==> config.mk <==
export PLATFORM = sky130hd
export DESIGN_NAME = ewat_feeder
export DESIGN_NICKNAME = d
export VERILOG_FILES = /design/src/rtl/ewat_pkg.sv /design/src/rtl/ewat_lane_buf.sv /design/src/rtl/ewat_feeder.sv
export SDC_FILE = /design/constraint.sdc
export NUM_CORES = 1
export LEC_CHECK = 0
export CAP_MARGIN = 20
export CORE_ASPECT_RATIO = 0.6
export CORE_MARGIN = 5
export CORE_UTILIZATION = 30
export CTS_CLUSTER_SIZE = 20
export DETAILED_ROUTE_END_ITERATION = 16
export PLACE_DENSITY = 0.61
export SYNTH_ARGS = -nofsm -noshare
export SYNTH_HDL_FRONTEND = slang
export SYNTH_SLANG_ARGS = --single-unit
==> constraint.sdc <==
create_clock -name CLK -period 2.6 [get_ports CLK]
set_input_delay 0.52 -clock CLK [delete_from_list [all_inputs] [get_ports CLK]]
set_output_delay 0.52 -clock CLK [all_outputs]
set_load 0.05 [all_outputs]
==> src/rtl/ewat_pkg.sv <==
`default_nettype none
// +----------------------------------------------------------------------------+
// | Module     : ewat_pkg                                                      |
// | Description: Shared state encodings and width helpers for the EWAT feeder. |
// |              The optional pre-stage strobe is enabled with FEEDER_PIPE_EN. |
// | Revision   : 1.0  initial release                                          |
// +----------------------------------------------------------------------------+
package ewat_pkg;

    // Feeder FSM state encodings (3-bit register).
    localparam logic [2:0] c_FILL     = 3'd0;
    localparam logic [2:0] c_ISSUE_M1 = 3'd1;
    localparam logic [2:0] c_ISSUE    = 3'd2;
    localparam logic [2:0] c_WAIT     = 3'd3;
    localparam logic [2:0] c_HOLD     = 3'd4;

    // Tree result width: operand width plus one bit per tree level.
    function automatic int out_w(input int n_in, input int prec);
        return prec + $clog2(n_in);
    endfunction

    // Beat counter width; indexes lanes 0..N_IN-1.
    function automatic int cnt_w(input int n_in);
        return $clog2(n_in);
    endfunction

endpackage
`default_nettype wire

==> src/rtl/ewat_lane_buf.sv <==
`default_nettype none
// +----------------------------------------------------------------------------+
// | Module     : ewat_lane_buf                                                 |
// | Description: N_IN x PREC lane registers with indexed write and a clear of  |
// |              lanes 1..N_IN-1, presented as one packed bus.                 |
// |              (Unaffected by FEEDER_PIPE_EN.)                               |
// | Revision   : 1.0  initial release                                          |
// +----------------------------------------------------------------------------+
module ewat_lane_buf
    import ewat_pkg::*;
#(
    parameter int N_IN = 8,
    parameter int PREC = 7
) (
    input  logic                      CLK,
    input  logic                      RESET_N,
    input  logic                      wr_en,
    input  logic [cnt_w(N_IN)-1:0]    wr_idx,
    input  logic [PREC-1:0]           wr_data,
    input  logic                      clr_upper,
    output logic [N_IN*PREC-1:0]      lanes
);

    localparam int CNT_W = cnt_w(N_IN);

    genvar k;
    generate
        for (k = 0; k < N_IN; k++) begin : g_lane
            localparam logic [CNT_W-1:0] c_IDX = CNT_W'(k);
            logic [PREC-1:0] r_lane;

            // Take the operand addressed to this lane; a first beat zeroes every upper lane.
            always_ff @(posedge CLK or negedge RESET_N) begin
                if (!RESET_N) begin
                    r_lane <= '0;
                end else if (wr_en && (wr_idx == c_IDX)) begin
                    r_lane <= wr_data;
                end else if (wr_en && clr_upper && (k != 0)) begin
                    r_lane <= '0;
                end
            end

            assign lanes[PREC*k +: PREC] = r_lane;
        end
    endgenerate

endmodule
`default_nettype wire

==> src/rtl/ewat_feeder.sv <==
`default_nettype none
// +----------------------------------------------------------------------------+
// | Module     : ewat_feeder                                                   |
// | Description: Collects up to N_IN signed operands, packs them for the EWAT  |
// |              adder tree, strobes the tree capture and returns the result   |
// |              on a valid/ready stream.                                      |
// |              Define FEEDER_PIPE_EN to add the addr_en_m1 pre-stage strobe. |
// | Revision   : 1.0  initial release                                          |
// +----------------------------------------------------------------------------+
module ewat_feeder
    import ewat_pkg::*;
#(
    parameter int N_IN = 8,
    parameter int PREC = 7
) (
    input  logic                          CLK,
    input  logic                          RESET_N,
    input  logic                          in_valid,
    output logic                          in_ready,
    input  logic [PREC-1:0]               in_data,
    input  logic                          in_last,
    output logic [N_IN*PREC-1:0]          tree_in,
    output logic                          addr_en_m1,
    output logic                          addr_en,
    input  logic [out_w(N_IN, PREC)-1:0]  tree_out,
    output logic                          out_valid,
    input  logic                          out_ready,
    output logic [out_w(N_IN, PREC)-1:0]  out_sum
);

    localparam int                CNT_W     = cnt_w(N_IN);
    localparam int                OUT_W     = out_w(N_IN, PREC);
    localparam logic [CNT_W-1:0]  c_CNT_MAX = CNT_W'(N_IN - 1);

    logic [2:0]       r_state;
    logic [CNT_W-1:0] r_cnt;
    logic             r_in_ready;
    logic             r_addr_en;
    logic             r_out_valid;
    logic [OUT_W-1:0] r_out_sum;
    logic             w_accept;
    logic             w_fill_done;
    logic             w_first;

    // in_ready is only high in FILL, so an accepted beat always belongs to FILL.
    assign w_accept    = in_valid && r_in_ready;
    assign w_fill_done = w_accept && (in_last || (r_cnt == c_CNT_MAX));
    assign w_first     = (r_cnt == '0);

    ewat_lane_buf #(
        .N_IN (N_IN),
        .PREC (PREC)
    ) u_lane_buf (
        .CLK       (CLK),
        .RESET_N   (RESET_N),
        .wr_en     (w_accept),
        .wr_idx    (r_cnt),
        .wr_data   (in_data),
        .clr_upper (w_first),
        .lanes     (tree_in)
    );

`ifdef FEEDER_PIPE_EN
    logic r_addr_en_m1;
    assign addr_en_m1 = r_addr_en_m1;
`else
    assign addr_en_m1 = 1'b0;
`endif

    // Feeder FSM: every output is registered and set on the transition into its state.
    always_ff @(posedge CLK or negedge RESET_N) begin
        if (!RESET_N) begin
            r_state      <= c_FILL;
            r_cnt        <= '0;
            r_in_ready   <= 1'b1;
            r_addr_en    <= 1'b0;
            r_out_valid  <= 1'b0;
            r_out_sum    <= '0;
`ifdef FEEDER_PIPE_EN
            r_addr_en_m1 <= 1'b0;
`endif
        end else begin
            case (r_state)
                c_FILL: begin
                    if (w_fill_done) begin
                        r_cnt      <= '0;
                        r_in_ready <= 1'b0;
`ifdef FEEDER_PIPE_EN
                        r_state      <= c_ISSUE_M1;
                        r_addr_en_m1 <= 1'b1;
`else
                        r_state   <= c_ISSUE;
                        r_addr_en <= 1'b1;
`endif
                    end else if (w_accept) begin
                        r_cnt <= r_cnt + 1'b1;
                    end
                end
`ifdef FEEDER_PIPE_EN
                c_ISSUE_M1: begin
                    r_addr_en_m1 <= 1'b0;
                    r_addr_en    <= 1'b1;
                    r_state      <= c_ISSUE;
                end
`endif
                c_ISSUE: begin
                    r_addr_en <= 1'b0;
                    r_state   <= c_WAIT;
                end
                c_WAIT: begin
                    // Tree output width already spans the full sum range; copy as-is.
                    r_out_sum   <= tree_out;
                    r_out_valid <= 1'b1;
                    r_state     <= c_HOLD;
                end
                c_HOLD: begin
                    if (out_ready) begin
                        r_out_valid <= 1'b0;
                        r_in_ready  <= 1'b1;
                        r_state     <= c_FILL;
                    end
                end
                default: begin
                    r_state     <= c_FILL;
                    r_cnt       <= '0;
                    r_in_ready  <= 1'b1;
                    r_addr_en   <= 1'b0;
                    r_out_valid <= 1'b0;
                end
            endcase
        end
    end

    assign in_ready  = r_in_ready;
    assign addr_en   = r_addr_en;
    assign out_valid = r_out_valid;
    assign out_sum   = r_out_sum;

endmodule
`default_nettype wire
* Word level (Yosys, flattened, before mapping)
Cells that the tools add are included.
Operators by class: mux-type cells 21, equal/unequal tests 13, reductions and logical operators 29, $add $sub $neg 1, bitwise gates (word level) 4
Operator list (count):
- $mux 7 | 8
- $eq 3x3->1 const B | 5
- $reduce_bool 2->1 | 7
- $eq 3x2->1 const B | 4
- $mux 3 | 4
- $pmux 3 s4 | 1
- $logic_and 1x1->1 | 10
- $reduce_and 2->1 | 4
- $logic_not 3->1 | 2
- $pmux 1 s3 | 2
- $pmux 3 s2 | 1
- $reduce_or 2->1 | 3
- $mux 1 | 4
- $ne 2x2->1 const B | 2
- $not 1->1 | 4
- $add 3x1->3 const B | 1
- $eq 3x1->1 const B | 1
- $ne 3x2->1 const B | 1
- $reduce_and 3->1 | 1
- $reduce_or 3->1 | 1
- $pmux 1 s2 | 1
- $logic_or 1x1->1 | 1
Storage, ports and cells: input port bits 22, logic and storage cells 82, output and inout bits 70, bits in registers 75

* Depth between registers and ports, before layout
Gate-level depths: netlist of run 1.
depth after elaboration 5, gate-level depth with buffers 7, gate-level depth less buffers 5

* Modules after synthesis
A second synthesis of run 1 with hierarchy kept.
Second synthesis, totals: cells, all modules 253, area total of the unflattened synthesis 3434.5 um^2
By module, submodules not included:
- ewat_lane_buf | cells each 186, instances 1, area each 2577.5 um^2
- ewat_feeder | cells each 67, instances 1, area each 857.1 um^2

* Least setup slack after synthesis of run 1
Ideal clock, no wire load.
path type flip-flop to flip-flop, start register r_in_ready, in the netlist in_ready, end register r_cnt[1], stages on the path, launching flop included 5, arrival 1644 ps, required time 2475 ps, slack 832 ps, cell sequence dfstp_2 -> buf_2 -> nand2_1 -> o31ai_2 -> mux2_2
On the way: cells in the longest elaborated chain, start to end 4, elaborated cells between the ends (all ways) 6
RTL lines:
- start, declared | RTL line ewat_feeder.sv:37 | logic r_in_ready;
- start signal, assigned | RTL line ewat_feeder.sv:75 | r_in_ready <= 1'b1;
- start signal, assigned | RTL line ewat_feeder.sv:87 | r_in_ready <= 1'b0;
- start signal, assigned | RTL line ewat_feeder.sv:119 | r_in_ready <= 1'b1;
- $logic_and 1x1->1 * | RTL line ewat_feeder.sv:46 | assign w_accept = in_valid && r_in_ready;
- $logic_and 1x1->1 | RTL line ewat_feeder.sv:47 | assign w_fill_done = w_accept && (in_last || (r_cnt == c_CNT_MAX));
- $mux 3 or $ne 3x2->1 (tied branches)
- $pmux 3 s2 or $reduce_and 2->1 (tied branches)
- end signal, assigned | RTL line ewat_feeder.sv:96 | r_cnt <= r_cnt + 1'b1;
- end, declared | RTL line ewat_feeder.sv:36 | logic [CNT_W-1:0] r_cnt;
Mark *: on every way between the ends. The rest lies on a longest branch, timed or not. A chain may end at the register's enable or synchronous reset.

* Final worst setup path of run 1
start register r_in_ready, in the netlist in_ready, end output in_ready
RTL lines:
- end, declared | RTL line ewat_feeder.sv:19 | output logic in_ready,
No word-level cell between the ends.

==> metrics.yaml, run 1 <==
clock_tree:
  ctsHoldBuffers: 0
  htree_levels: 3
  clock_path_buffers: 2
  cts_inserted_buffers: 9
  tritoncts: "done"
  cts.sinks: 75
  clk_pin_slew_ns: 0.05
  insertion_delay_ns: 0.33
  cts_setup_buffers: 0
  root_buffer: "clkbuf_16"
  cts_resized: 0
timing:
  layout_worst_path_cycle_share_pct: 91.1
  slew_headroom_pct: 63.6
  slew_viol_final: 0
  rsz0062_at_grt: "no"
  setup_slack_ns: 0.231
  final.setup.tns_ns: 0
  finalSetupViolCount: 0
  fin_crit_ns: 2.37
  skew_ns: 0.00401
  finalHoldViolations: 0
  worstMarginPinSlew_ns: 0.544
  max_freq_mhz: 422
die:
  start_util_pct: 30.9
  ios: 92
  num_rows: 28
  die_w_um: 140
  coreArea_um2: 9880
  dieArea_um2: 12300
  die_h_um: 88.1
synthesis:
  synth-seq-cells: 75
  yosys.area_share.simple_pct: 11.7
  synth_cells: 246
  synth_enable_flop_cells: 0
  synth_top_family_by_area: "compound AO/OA/AOI/OAI gates"
  synth.top_cell.area_share_pct: 60.7
  synth_commonest_cells: "dfrtp_1 (74), a22o_1 (42), nand2_1 (40), buf_2 (16), mux2_2 (11)"
  synth_most_common_cell: "dfrtp_1"
  synth_ff_type: "dfrtp_1"
  post-synth-top-area-cell: "dfrtp_1"
  synth_async_sr_flop_share_pct: 100
  synthXorXnorAreaFrac_pct: 0
  syn_nets: 274
  synthMuxAreaShare_pct: 5.38
  netlist_top_cells_area: "dfrtp_1 (61%), a22o_1 (12%), nand2_1 (4.9%)"
  synthDistinctLibCells: 32
  yosys_warnings: 0
  syn_area_um2: 3050
  syn_area_per_cell_um2: 12.4
  synth_adder_area_share_pct: 2.46
  synth_compound_area_share_pct: 14.4
  yosysSeqAreaShare_pct: 61.6
critical_path:
  startpoint: "in_ready"
  worst-endpoint-arrival_ns: 1.85
  rrSetupSlack_ns: 0.82
  path_depth: 1
  critical_path_class: "reg2out"
  path_cells: "clkdlybuf4s50_1"
  reg2reg_depth: 5
  cp_num_buf_inv: 1
  critical_path_peak_fanout: 14
  r2r-start: "r_cnt[1]"
  critPathRequiredTime_ns: 2.08
  crit_path_start_kind: "flip-flop"
  crit_end: "in_ready"
  cp_slowest_cell: "clkdlybuf4s50_1"
  r2r-end: "r_cnt[2]"
  end_kind: "output port"
  max_stage_delay_ns: 0.86
  critPathTopFamily: "buffers and inverters"
placement:
  dp.cells: 450
  io_buffers: 90
  dp_slack_ns: 0.431
  place_congestion: 0.775
  dp_hpwl_mm: 5.66
  post_dp_cell_area_um2: 4020
global_route:
  grt_max_degree: 41
  grt_pass1_wl_mm: 13.2
  grt-ovfl-total: 0
  antenna_found_initial: 0
  grt_use_total_pct: 13.8
  grt_pass1_vias: 2334
drt:
  via_per_inst: 4.77
  dr.pass1.iters: 4
  wl_mm: 8.11
  drc: 0
  vias: 2224
  ant_nets: 0
  drtIter0Drc: 125
  routedWlPerCell_um: 17.4
power_and_ir_drop:
  leakagePower_nw: 1.95
  power_density_nw_per_um2: 1430
  ir_drop_mv: 1.04
run_status:
  status: "finished clean"
flow_run:
  maxCapViolations: 0
cells_and_area:
  antenna_cells: 0
  final_core_util_pct: 44.0
  drive_gt1_share_pct: 11.2
  nNetsFinal: 354
  synthToLayoutAreaGrowth_pct: 42.6
  fin_area_um2: 4350
  fin_cells: 466
worst_hold_path:
  hold_class: "in2async"
==> flip-flops by register name, indices dropped and copies added, names as in the netlist <==
signal	flops
r_cnt	3
u_lane_buf.g_lane.r_lane	56
out_valid	1
in_ready	1
out_sum	10
addr_en	1
r_state	3
==> worst register-to-register path: stages, from the launching register on <==
cell and delay [ns]:
dfrtp_1 0.42, ha_1 0.22, ha_1 0.21, o211a_1 0.28, or4_1 0.42, mux2i_1 0.16
==> power breakdown <==
group | internal (W) | total (W) | switching (W)
clock network | 0.000891 | 0.00136 | 0.000467
registers | 0.00158 | 0.00192 | 0.000340
logic | 0.00103 | 0.00292 | 0.00189
==> area by class of cell <==
type	count	area (um2)
Inverter	4	15.0
Multi-Input combinational cell	145	1040
Tap cell	135	169
Timing Repair Buffer	91	918
Fill cell	917	5530
Sequential cell	75	1880
Clock inverter	4	72.6
Clock buffer	12	256
==> kinds of logic (layout without fill, tap and decap cells) <==
group,Yosys count,count (layout)
multiplexers,15,15
other,1,1
flip-flops,75,75
buffers and inverters,26,111
adder cells (fa/ha/maj),6,6
AND/OR/NAND/NOR,70,70
AO/OA/AOI/OAI,53,53
==> metrics by stage <==
step           hold WS, ns  power [W]
6_report             0.155    0.00620
5_1_grt              0.185    0.00652
4_1_cts              0.162    0.00625
3_5_place_dp         0.475    0.00487
3_3_place_gp         0.466    0.00483
2_1_floorplan        0.224    0.00386
==> layer usage <==
metal  vias to the layer above  share of wire, %  track usage, %
met5                         -                 0               0
met4                         0              0.70            3.78
met3                         6               9.0            5.67
met2                        86                41            18.4
met1                      1103                50            20.4
li1                       1029                 -               -
==> cell usage in the layout, fill, tap and decap left out, drive strengths merged <==
cell,n
bufinv,2
o31ai,1
conb,1
nand3b,2
a211oi,1
nand4b,2
buf,2
o21ai,8
mux2,11
clkinv,1
inv,4
nor4,1
a22o,42
nor3,1
and4,2
nor4b,1
mux2i,4
dfrtp,74
nor3b,1
or4,2
and4b,3
ha,6
and3,2
o211a,1
clkinvlp,1
dfstp,1
clkbuf,12
or2,1
nor2,10
nand3,2
nand2,40
clkdlybuf4s50,89
==> worst min path at each step <==
stage | end | slack [ns] | cells after the start
after floorplan | addr_en | 0.22 | 0
after global placement | u_lane_buf.g_lane[0].r_lane[4] | 0.47 | 2
after detailed placement | u_lane_buf.g_lane[4].r_lane[4] | 0.48 | 2
after CTS | u_lane_buf.g_lane[6].r_lane[5] | 0.16 | 1
after global routing | u_lane_buf.g_lane[6].r_lane[5] | 0.18 | 1
final | u_lane_buf.g_lane[6].r_lane[0] | 0.16 | 1
(Power assumes the default switching activity.)
==> run 2: changes to the inputs <==
--- a/config.mk
+++ b/config.mk
@@ -5,7 +5,7 @@
 export SDC_FILE = /design/constraint.sdc
 export NUM_CORES = 1
 export LEC_CHECK = 0
-export CAP_MARGIN = 20
+export CAP_MARGIN = 30
 export CORE_ASPECT_RATIO = 0.6
 export CORE_MARGIN = 5
 export CORE_UTILIZATION = 30
==> results of run 2 <==
Same layout as run 1: the final DEF is identical, and so are final timing and power.
==> run 3: changes to the inputs <==
--- a/config.mk
+++ b/config.mk
@@ -12,6 +12,7 @@
 export CTS_CLUSTER_SIZE = 20
 export DETAILED_ROUTE_END_ITERATION = 16
 export PLACE_DENSITY = 0.61
+export SETUP_SLACK_MARGIN = 0.2
 export SYNTH_ARGS = -nofsm -noshare
 export SYNTH_HDL_FRONTEND = slang
 export SYNTH_SLANG_ARGS = --single-unit
==> metrics.yaml, run 3 (synthesis gave the netlist of run 1 again) <==
placement:
  dp_hpwl_mm: 5.66
  io_buffers: 90
  post_dp_cell_area_um2: 4020
  place_congestion: 0.775
drt:
  dr.pass1.iters: 4
  drc: 0
  via_per_inst: 4.77
  drtIter0Drc: 125
  wl_mm: 8.11
  routedWlPerCell_um: 17.4
  ant_nets: 0
  vias: 2224
cells_and_area:
  nNetsFinal: 354
  fin_area_um2: 4350
  final_common_cell: "clkdlybuf4s50_1"
  largest-register: "u_lane_buf.g_lane.r_lane"
  antenna_cells: 0
  drive_gt1_share_pct: 11.2
  final_cell_mix: "clkdlybuf4s50_1 (88), dfrtp_1 (74), a22o_1 (42)"
  largest_reg_flops: 56
  synthToLayoutAreaGrowth_pct: 42.7
timing:
  holdWs_ns: 0.155
  finalHoldViolations: 0
  slew_headroom_pct: 63.6
  fin_crit_ns: 2.08
  layout_worst_path_cycle_share_pct: 80.1
  max_freq_mhz: 480
  slew_viol_final: 0
  skew_ns: 0.00401
  final.setup.tns_ns: 0
  finalSetupViolCount: 0
  rsz0062_at_grt: "no"
  worstMarginPinSlew_ns: 0.544
power_and_ir_drop:
  leakagePower_nw: 1.96
  ir_drop_mv: 1.04
  power_density_nw_per_um2: 1420
flow_run:
  maxCapViolations: 0
run_status:
  status: "finished clean"
critical_path:
  cp_num_buf_inv: 1
  critical_path_class: "reg2out"
  critPathRequiredTime_ns: 2.08
  end_kind: "output port"
  cp_slowest_cell: "clkdlybuf4s50_1"
  worst-endpoint-arrival_ns: 1.56
  path_cells: "clkdlybuf4s50_1"
  critPathTopFamily: "buffers and inverters"
  max_stage_delay_ns: 0.83
  crit_path_start_kind: "flip-flop"
  critical_path_peak_fanout: 2
global_route:
  grt_pass1_vias: 2334
  antenna_found_initial: 0
  grt-ovfl-total: 0
  grt_use_total_pct: 13.8
  grt_max_degree: 41
  grt_pass1_wl_mm: 13.2
die:
  start_util_pct: 30.9
  ios: 92
  die_h_um: 88.1
  coreArea_um2: 9880
  num_rows: 28
  dieArea_um2: 12300
  die_w_um: 140
clock_tree:
  cts_setup_buffers: 0
  clk_pin_slew_ns: 0.06
  cts_resized: 0
  ctsHoldBuffers: 0
  clock_path_buffers: 2
  cts_inserted_buffers: 9
  insertion_delay_ns: 0.33
  root_buffer: "clkbuf_16"
  tritoncts: "done"
  cts.sinks: 75
  htree_levels: 3
worst_hold_path:
  hold_class: "in2async"
[run 3: area by class of cell]
cell class,count,area (um2)
repair buffers,91,921
flip-flops and latches,75,1880
well taps,135,169
clock buffers,12,256
clock inverters,4,72.6
inverters,4,15.0
fillers,916,5530
multi-input cells,145,1040
[run 3: layer usage]
layer | track usage, % | wire, um | part of all wire (%) | up-vias
li1 | - | - | - | 1029
met1 | 20.4 | 4030 | 50 | 1103
met2 | 18.4 | 3290 | 41 | 86
met3 | 5.67 | 726 | 9.0 | 6
met4 | 3.78 | 57 | 0.70 | 0
met5 | 0 | 0 | 0 | -
[run 3: worst paths after layout]
check                                            endpoint  slack (ns)                      startpoint  depth (start not counted)
max                                           tree_in[12]        0.52  u_lane_buf.g_lane[1].r_lane[5]                          1
min                        u_lane_buf.g_lane[6].r_lane[0]        0.16                         RESET_N                          1
max reg2reg                                      r_cnt[2]        0.82                        r_cnt[1]                          5
min reg2reg                u_lane_buf.g_lane[4].r_lane[4]        0.48  u_lane_buf.g_lane[4].r_lane[4]                          2
max in group asynchronous  u_lane_buf.g_lane[2].r_lane[3]        1.86                         RESET_N                          2
min in group CLK           u_lane_buf.g_lane[4].r_lane[4]        0.48  u_lane_buf.g_lane[4].r_lane[4]                          2
[run 3: where the power goes]
part / switching (W) / leakage (nW) / total (W) / internal, W
clock network: 0.000467 / 0.159 / 0.00136 / 0.000891
logic: 0.00189 / 0.805 / 0.00292 / 0.00103
registers: 0.000339 / 0.992 / 0.00192 / 0.00158
total: 0.00269 / 1.96 / 0.00620 / 0.00350
[run 3: metrics by stage]
| step | setup WS, ns | util (%) | power [W] | std cells |
|---|---|---|---|---|
| floorplan | 0.832 | - | 0.00386 | 246 |
| global placement | 0.505 | 40.7 | 0.00483 | 450 |
| detailed placement | 0.431 | 40.7 | 0.00487 | 450 |
| CTS | 0.219 | 44.0 | 0.00625 | 466 |
| global route | 0.482 | 44.0 | 0.00652 | 466 |
| finish | 0.518 | 44.0 | 0.00620 | 466 |
